**src/rtl/led_mode_ctrl.sv**
```systemverilog
// LED sequencer: synchronises and debounces four active-low keys, latches a pattern
// mode from each debounced press, and generates the step tick / phase for the decoder.
module led_mode_ctrl #(
  parameter int DEB_CYC  = 1_000_000,
  parameter int STEP_CYC = 10_000_000
) (
  input  logic       clk,
  input  logic       rst_n,
  input  logic [3:0] key,
  output logic [3:0] key_press,
  output logic [2:0] mode,
  output logic       mode_chg,
  output logic       step,
  output logic [1:0] phase
);

  localparam int DW = $clog2(DEB_CYC + 1);
  localparam int SW = $clog2(STEP_CYC);

  typedef enum logic [2:0] {IDLE = 3'd0, FWD = 3'd1, REV = 3'd2, BLINK = 3'd3, ON = 3'd4} mode_e;

  logic [3:0]         sync1_q, sync2_q, stable_q, stable_d, press_q, press_d;
  logic [3:0][DW-1:0] dcnt_q, dcnt_d;
  mode_e              mode_q, mode_d, tgt;
  logic               chg_q, chg_d, step_q, step_d;
  logic [SW-1:0]      scnt_q, scnt_d;
  logic [1:0]         phase_q, phase_d;

  // Per-key debounce: a change is accepted only after DEB_CYC stable cycles
  always_comb begin
    stable_d = stable_q;
    press_d  = '0;
    dcnt_d   = dcnt_q;
    for (int i = 0; i < 4; i++) begin
      if (sync2_q[i] == stable_q[i]) begin
        dcnt_d[i] = '0;
      end else if (dcnt_q[i] == DW'(DEB_CYC - 1)) begin
        stable_d[i] = sync2_q[i];
        dcnt_d[i]   = '0;
        press_d[i]  = ~sync2_q[i];
      end else begin
        dcnt_d[i] = dcnt_q[i] + DW'(1);
      end
    end
  end

  always_comb begin
    tgt = IDLE;
    if      (press_q[0]) tgt = FWD;
    else if (press_q[1]) tgt = REV;
    else if (press_q[2]) tgt = BLINK;
    else if (press_q[3]) tgt = ON;
  end

  always_comb begin
    mode_d  = mode_q;
    chg_d   = 1'b0;
    scnt_d  = '0;
    step_d  = 1'b0;
    phase_d = '0;
    if (|press_q) begin
      chg_d  = 1'b1;
      mode_d = (tgt == mode_q) ? IDLE : tgt;
    end else if (mode_q == FWD || mode_q == REV || mode_q == BLINK) begin
      phase_d = phase_q;
      if (scnt_q == SW'(STEP_CYC - 1)) begin
        step_d  = 1'b1;
        phase_d = phase_q + 2'd1;
      end else begin
        scnt_d = scnt_q + SW'(1);
      end
    end
  end

  always_ff @(posedge clk or negedge rst_n) begin
    if (!rst_n) begin
      sync1_q  <= 4'b1111;
      sync2_q  <= 4'b1111;
      stable_q <= 4'b1111;
      dcnt_q   <= '0;
      press_q  <= '0;
      mode_q   <= IDLE;
      chg_q    <= 1'b0;
      scnt_q   <= '0;
      step_q   <= 1'b0;
      phase_q  <= '0;
    end else begin
      sync1_q  <= key;
      sync2_q  <= sync1_q;
      stable_q <= stable_d;
      dcnt_q   <= dcnt_d;
      press_q  <= press_d;
      mode_q   <= mode_d;
      chg_q    <= chg_d;
      scnt_q   <= scnt_d;
      step_q   <= step_d;
      phase_q  <= phase_d;
    end
  end

  assign key_press = press_q;
  assign mode      = mode_q;
  assign mode_chg  = chg_q;
  assign step      = step_q;
  assign phase     = phase_q;

endmodule

```
**config.mk**
```make
export PLATFORM = sky130hd
export DESIGN_NAME = led_mode_ctrl
export DESIGN_NICKNAME = d
export VERILOG_FILES = /design/src/rtl/led_mode_ctrl.sv
export SDC_FILE = /design/constraint.sdc
export NUM_CORES = 1
export LEC_CHECK = 0
export ABC_CLOCK_PERIOD_IN_PS = 2450
export BUFFER_PORTS_ARGS = -buffer_cell sky130_fd_sc_hd__buf_4
export CAP_MARGIN = 20
export CORE_AREA = 2 2 104 182
export DETAILED_ROUTE_END_ITERATION = 8
export DIE_AREA = 0 0 106 184
export PLACE_DENSITY = 0.52
export SLEW_MARGIN = 10
export SYNTH_ARGS = -nofsm -noshare
export SYNTH_HDL_FRONTEND = slang
export SYNTH_SLANG_ARGS = --single-unit
```
**constraint.sdc**
```tcl
create_clock -name clk -period 2.45 [get_ports clk]
set_input_delay 0.3675 -clock clk [delete_from_list [all_inputs] [get_ports clk]]
set_output_delay 0.3675 -clock clk [all_outputs]
set_load 0.05 [all_outputs]
```
# After elaboration in Yosys (flattened, before gate mapping)
# Cells that the tools add are included.
# word_totals
regBits	127
inputBits	6
out_inout_bits	11
elab_cells	82
# op_classes
addsub	6
eq_ne	14
muxes	31
bitwise	8
reduce_logical	7
# ops
op	count
20-bit 2-to-1 mux	8
20-bit by 1-bit adder with 20-bit output, second input constant	4
20-bit == test, second input constant	4
24-bit 2-to-1 mux	3
24-bit by 1-bit adder with 24-bit output, second input constant	1
24-bit == test, second input constant	1
3-bit 2-to-1 mux	5
1-bit 2-to-1 mux	12
1-bit inverter	8
2-bit AND reduction	4
3-bit by 2-bit == test with 1-bit output, second input constant	2
2-bit 2-to-1 mux	3
1-bit == test	4
4-bit OR reduction	1
3-bit by 1-bit == test with 1-bit output, second input constant	1
3-bit == test	1
3-bit by 2-bit != test with 1-bit output, second input constant	1
2-bit by 1-bit adder with 2-bit output, second input constant	1
1-bit logical OR	2

# Logic depth before layout (Yosys ltp)
# logic_depth
word_depth	6
depth_mapped	7
depth_no_buf	5

# Worst setup path after synthesis
# No wires, ideal clock.
# synth_path
path_type	register -> register
from	reg press_q[1], in the netlist key_press[1]
to	reg scnt_q[15]
setup_time_ns	0.073
arrival_time_ns	2.051
t_required_ns	2.377
path_slack_ns	0.326
stages_incl_launch_ff	6
path_buffers	1
period_less_slack_ns	2.124
cell_sequence	dfrtp_1 or4_4 or3_4 a31o_4 buf_6 a21oi_2
# synth_between
elab_chain_cells	2
# synth_rtl
element	line	rtl
start, declared	22	logic [3:0] sync1_q, sync2_q, stable_q, stable_d, press_q, press_d;
start signal, assigned	92	press_q <= press_d;
4-bit OR reduction	61	if (|press_q) begin
24-bit 2-to-1 mux	61	
named net scnt_d[15]	26	logic [SW-1:0] scnt_q, scnt_d;
end signal, assigned	95	scnt_q <= scnt_d;
end, declared	26	
# The timed path passes the listed nets, and every way through them passes these cells.
# A chain may end at the register's enable or synchronous reset.

# Worst setup path in the final report
# layout_path
from	reg scnt_q[11]
to	reg scnt_q[3]
# layout_between
elab_chain_cells	4
# layout_rtl
element	line	rtl
24-bit == test	66	if (scnt_q == SW'(STEP_CYC - 1)) begin
24-bit 2-to-1 mux	66	
24-bit 2-to-1 mux	64	end else if (mode_q == FWD || mode_q == REV || mode_q == BLINK) begin
24-bit 2-to-1 mux	61	
named net scnt_d[3]	26	
# The timed path passes the listed nets, and every way through them passes these cells.

==> results by group <==
CTS
  – Root buffer cell: clkbuf_16
  – Clock Sinks: 127
  – Clock slew at reported path FFs: 50 ps
  – Worst-Skew Late Latency: 410 ps
  – CTS tree: yes
  – Cts bufs inserted: 17
  – Clk buf depth: 2
  – H-tree levels: 4
  – Post-CTS setup buffer count: 0

Detailed routing
  – DRC: 0
  – Pre-antenna DRT Iters: 4
  – Routed via count: 4774
  – Post-DRT Antenna Nets: 0
  – Total wire length: 13.22 mm
  – Via density: 5.293
  – Avg WL per Cell: 14.65 µm
  – DRT iter0 DRCs: 196

Layout
  – Final Cell Area: 0.007258 mm²
  – Finished Core Util: 0.4038
  – Area Growth Syn to Fin: 16.51%
  – Antenna cells: 0
  – Non-filler cells, final: 902
  – Filler Cell Count: 1761
  – Nets: 666
  – Share of cells above drive strength 1: 0.1407

Floorplan
  – Core Area: 0.01797 mm²
  – Cell Rows: 65
  – Number of top-level pins: 17
  – Die span in y: 184 µm
  – Starting density of the core: 0.3466
  – Die width: 106 µm
  – Die Area: 0.01950 mm²

Timing
  – Clock Skews: 8.937 ps
  – Relative slew slack: 0.5249
  – Worst-margin pin slew: 707.1 ps
  – Unrepaired setup endpoints after global routing: false
  – Final count of hold timing violations: 0
  – Crit path time final: 2107 ps
  – Setup ws final: 343.0 ps
  – FMAX: 0.4746 GHz
  – Slew Viols, Final: 0
  – TNS Setup: 0 ps
  – Final setup vio count: 0
  – Final Cycle Share: 0.8600

Status
  – Status: complete, no violations

Logic synthesis
  – Synth top cells by count: dfrtp_1, nor2_1, xnor2_1
  – Sequential share of the synthesized area: 0.5126
  – Syn Inst Count: 626
  – Synth Register Bits: 127
  – Avg Cell Area, Syn: 9.952 µm²
  – Cell Area, Synth: 0.006230 mm²
  – Ys async rst share: 1.000
  – Syn nets: 637
  – Most frequent cell after synthesis: dfrtp_1
  – EDFF count, synth: 0
  – Netlist cell types: 54
  – Synth area leader: dfrtp_1
  – Largest cells by area after synthesis: dfrtp_1, xnor2_1, dfstp_2
  – Dominant synthesized flop cell: dfrtp_1
  – Synth warn: 0
  – Top-area cell type share of the netlist area: 0.4619

Critical path
  – Crit path from: scnt_q[11]$_DFF_PN0_
  – Arr. time, crit path: 2390 ps
  – Worst setup EP type: register
  – WS Path Type: reg2reg
  – CP Data Required Time: 2730 ps
  – FF-to-FF Start: scnt_q[11]$_DFF_PN0_
  – Worst reg2reg setup slack: 340 ps
  – Critical path peak fanout: 21
  – CP Launch Type: register

Global routing
  – Global-route wire length before repair: 22.61 mm
  – Initial antenna violation count: 0
  – Grt ovf: 0
  – Total track usage: 0.1448
  – Largest net degree at the start of global routing: 52
  – Vias in the first global route: 4814

Pwr
  – Pwr/cell area: 654.0 mW/mm²
  – Peak VDD IR: 0.3713 mV
  – P_leak: 2.826 nW

Min path
  – HP Class: in2reg
  – Hold Path Origin: key[3]

Placed design
  – PortBufs: 16
  – DP HPWL: 9.307 mm
  – Placement Setup Slack: 342.6 ps
  – GP Congestion: 0.8805
  – Area post-placement: 0.006670 mm²
  – DP Cell Count: 869

Flow run
  – Max-Cap Viols: 0
-- logic make-up (layout without fill, tap and decap cells) --
kind of cell	Yosys count	after routing	share of synthesized area
compound gates	79	79	0.08254
xor+xnor	64	64	0.08998
fa+ha+maj	5	5	0.01004
buf+inv	37	79	0.02531
flops	127	127	0.5126
mux	5	5	0.008837
simple gates	309	309	0.2707
-- worst paths after layout --
kind / end / depth (start not counted)
min in group asynchronous: dcnt_q[29]$_DFF_PN0_ / 2
max reg2reg: scnt_q[3]$_DFF_PN0_ / 4
min: sync1_q[3]$_DFF_PN1_ / 1
min reg2reg: sync2_q[3]$_DFF_PN1_ / 0
max: scnt_q[3]$_DFF_PN0_ / 4
max in group asynchronous: sync1_q[0]$_DFF_PN1_ / 3
-- final cells by class --
| class | instances | area (µm²) | share of cell area |
|---|---|---|---|
| Timing Repair Buffer | 27 | 230.2 | 0.03172 |
| Inverter | 20 | 75.07 | 0.01034 |
| Tap cell | 234 | 292.8 | 0.04034 |
| Multi-Input combinational cell | 462 | 2889 | 0.3980 |
| Sequential cell | 127 | 3193 | 0.4399 |
| Clock inverter | 7 | 112.6 | 0.01551 |
| Clock buffer | 25 | 465.4 | 0.06413 |
-- repair_timing --
action	CTS	global route
endpoints found under the setup margin	0	0
gates resized for setup	0	0
hold buffers	1	0
hold endpoints to repair	32	0
-- sequential cells by signal (all words and copies together), names as in the netlist --
| name | flops |
|---|---|
| dcnt_q | 80 |
| scnt_q | 24 |
| key_press | 4 |
| stable_q | 4 |
| sync1_q | 4 |
| sync2_q | 4 |
| mode | 3 |
| phase | 2 |
| mode_chg | 1 |
| step | 1 |
-- where the power goes --
| group | internal [W] | switching [W] |
|---|---|---|
| clock | 0.00162 | 0.000857 |
| sequential | 0.00213 | 0.0000236 |
| combinational | 0.0000360 | 0.0000809 |
-- placed cells by master, fill, tap and decap left out, types with 16 or more instances in the layout --
cell type  instances
and3_1            18
clkbuf_16         17
nor4_1            16
nand2_1           33
nand4_1           27
dfrtp_1          115
nor3_1            22
a21oi_1           26
xnor2_1           41
nor2_1            81
buf_4             24
o21ai_0           23
nand3_1           39
inv_1             20
or3_1             20
xor2_1            23
-- through the flow --
stage / total power, W / hold WS (ps)
floorplan: 0.002231 / 71.91
global placement: 0.002303 / 347.6
detailed placement: 0.002308 / 347.8
CTS: 0.004829 / 43.52
global route: 0.004948 / 44.10
finish: 0.004747 / 62.98
-- layer usage --
| metal | vias up | part of all wire | GRT usage |
|---|---|---|---|
| met5 | - | 0 | 0 |
| met4 | 0 | 0.026 | 0.07526 |
| met3 | 25 | 0.022 | 0.02942 |
| met2 | 74 | 0.54 | 0.2606 |
| met1 | 2372 | 0.41 | 0.1590 |
| li1 | 2303 | - | - |
-- critical path, cell delays in order, from the launching register on --
cell     delay (ps)
dfrtp_1         420
or4_1           570
nor4_4          450
a31o_4          430
nor2_1          100
No activity file was read; power rests on OpenSTA's default activity.
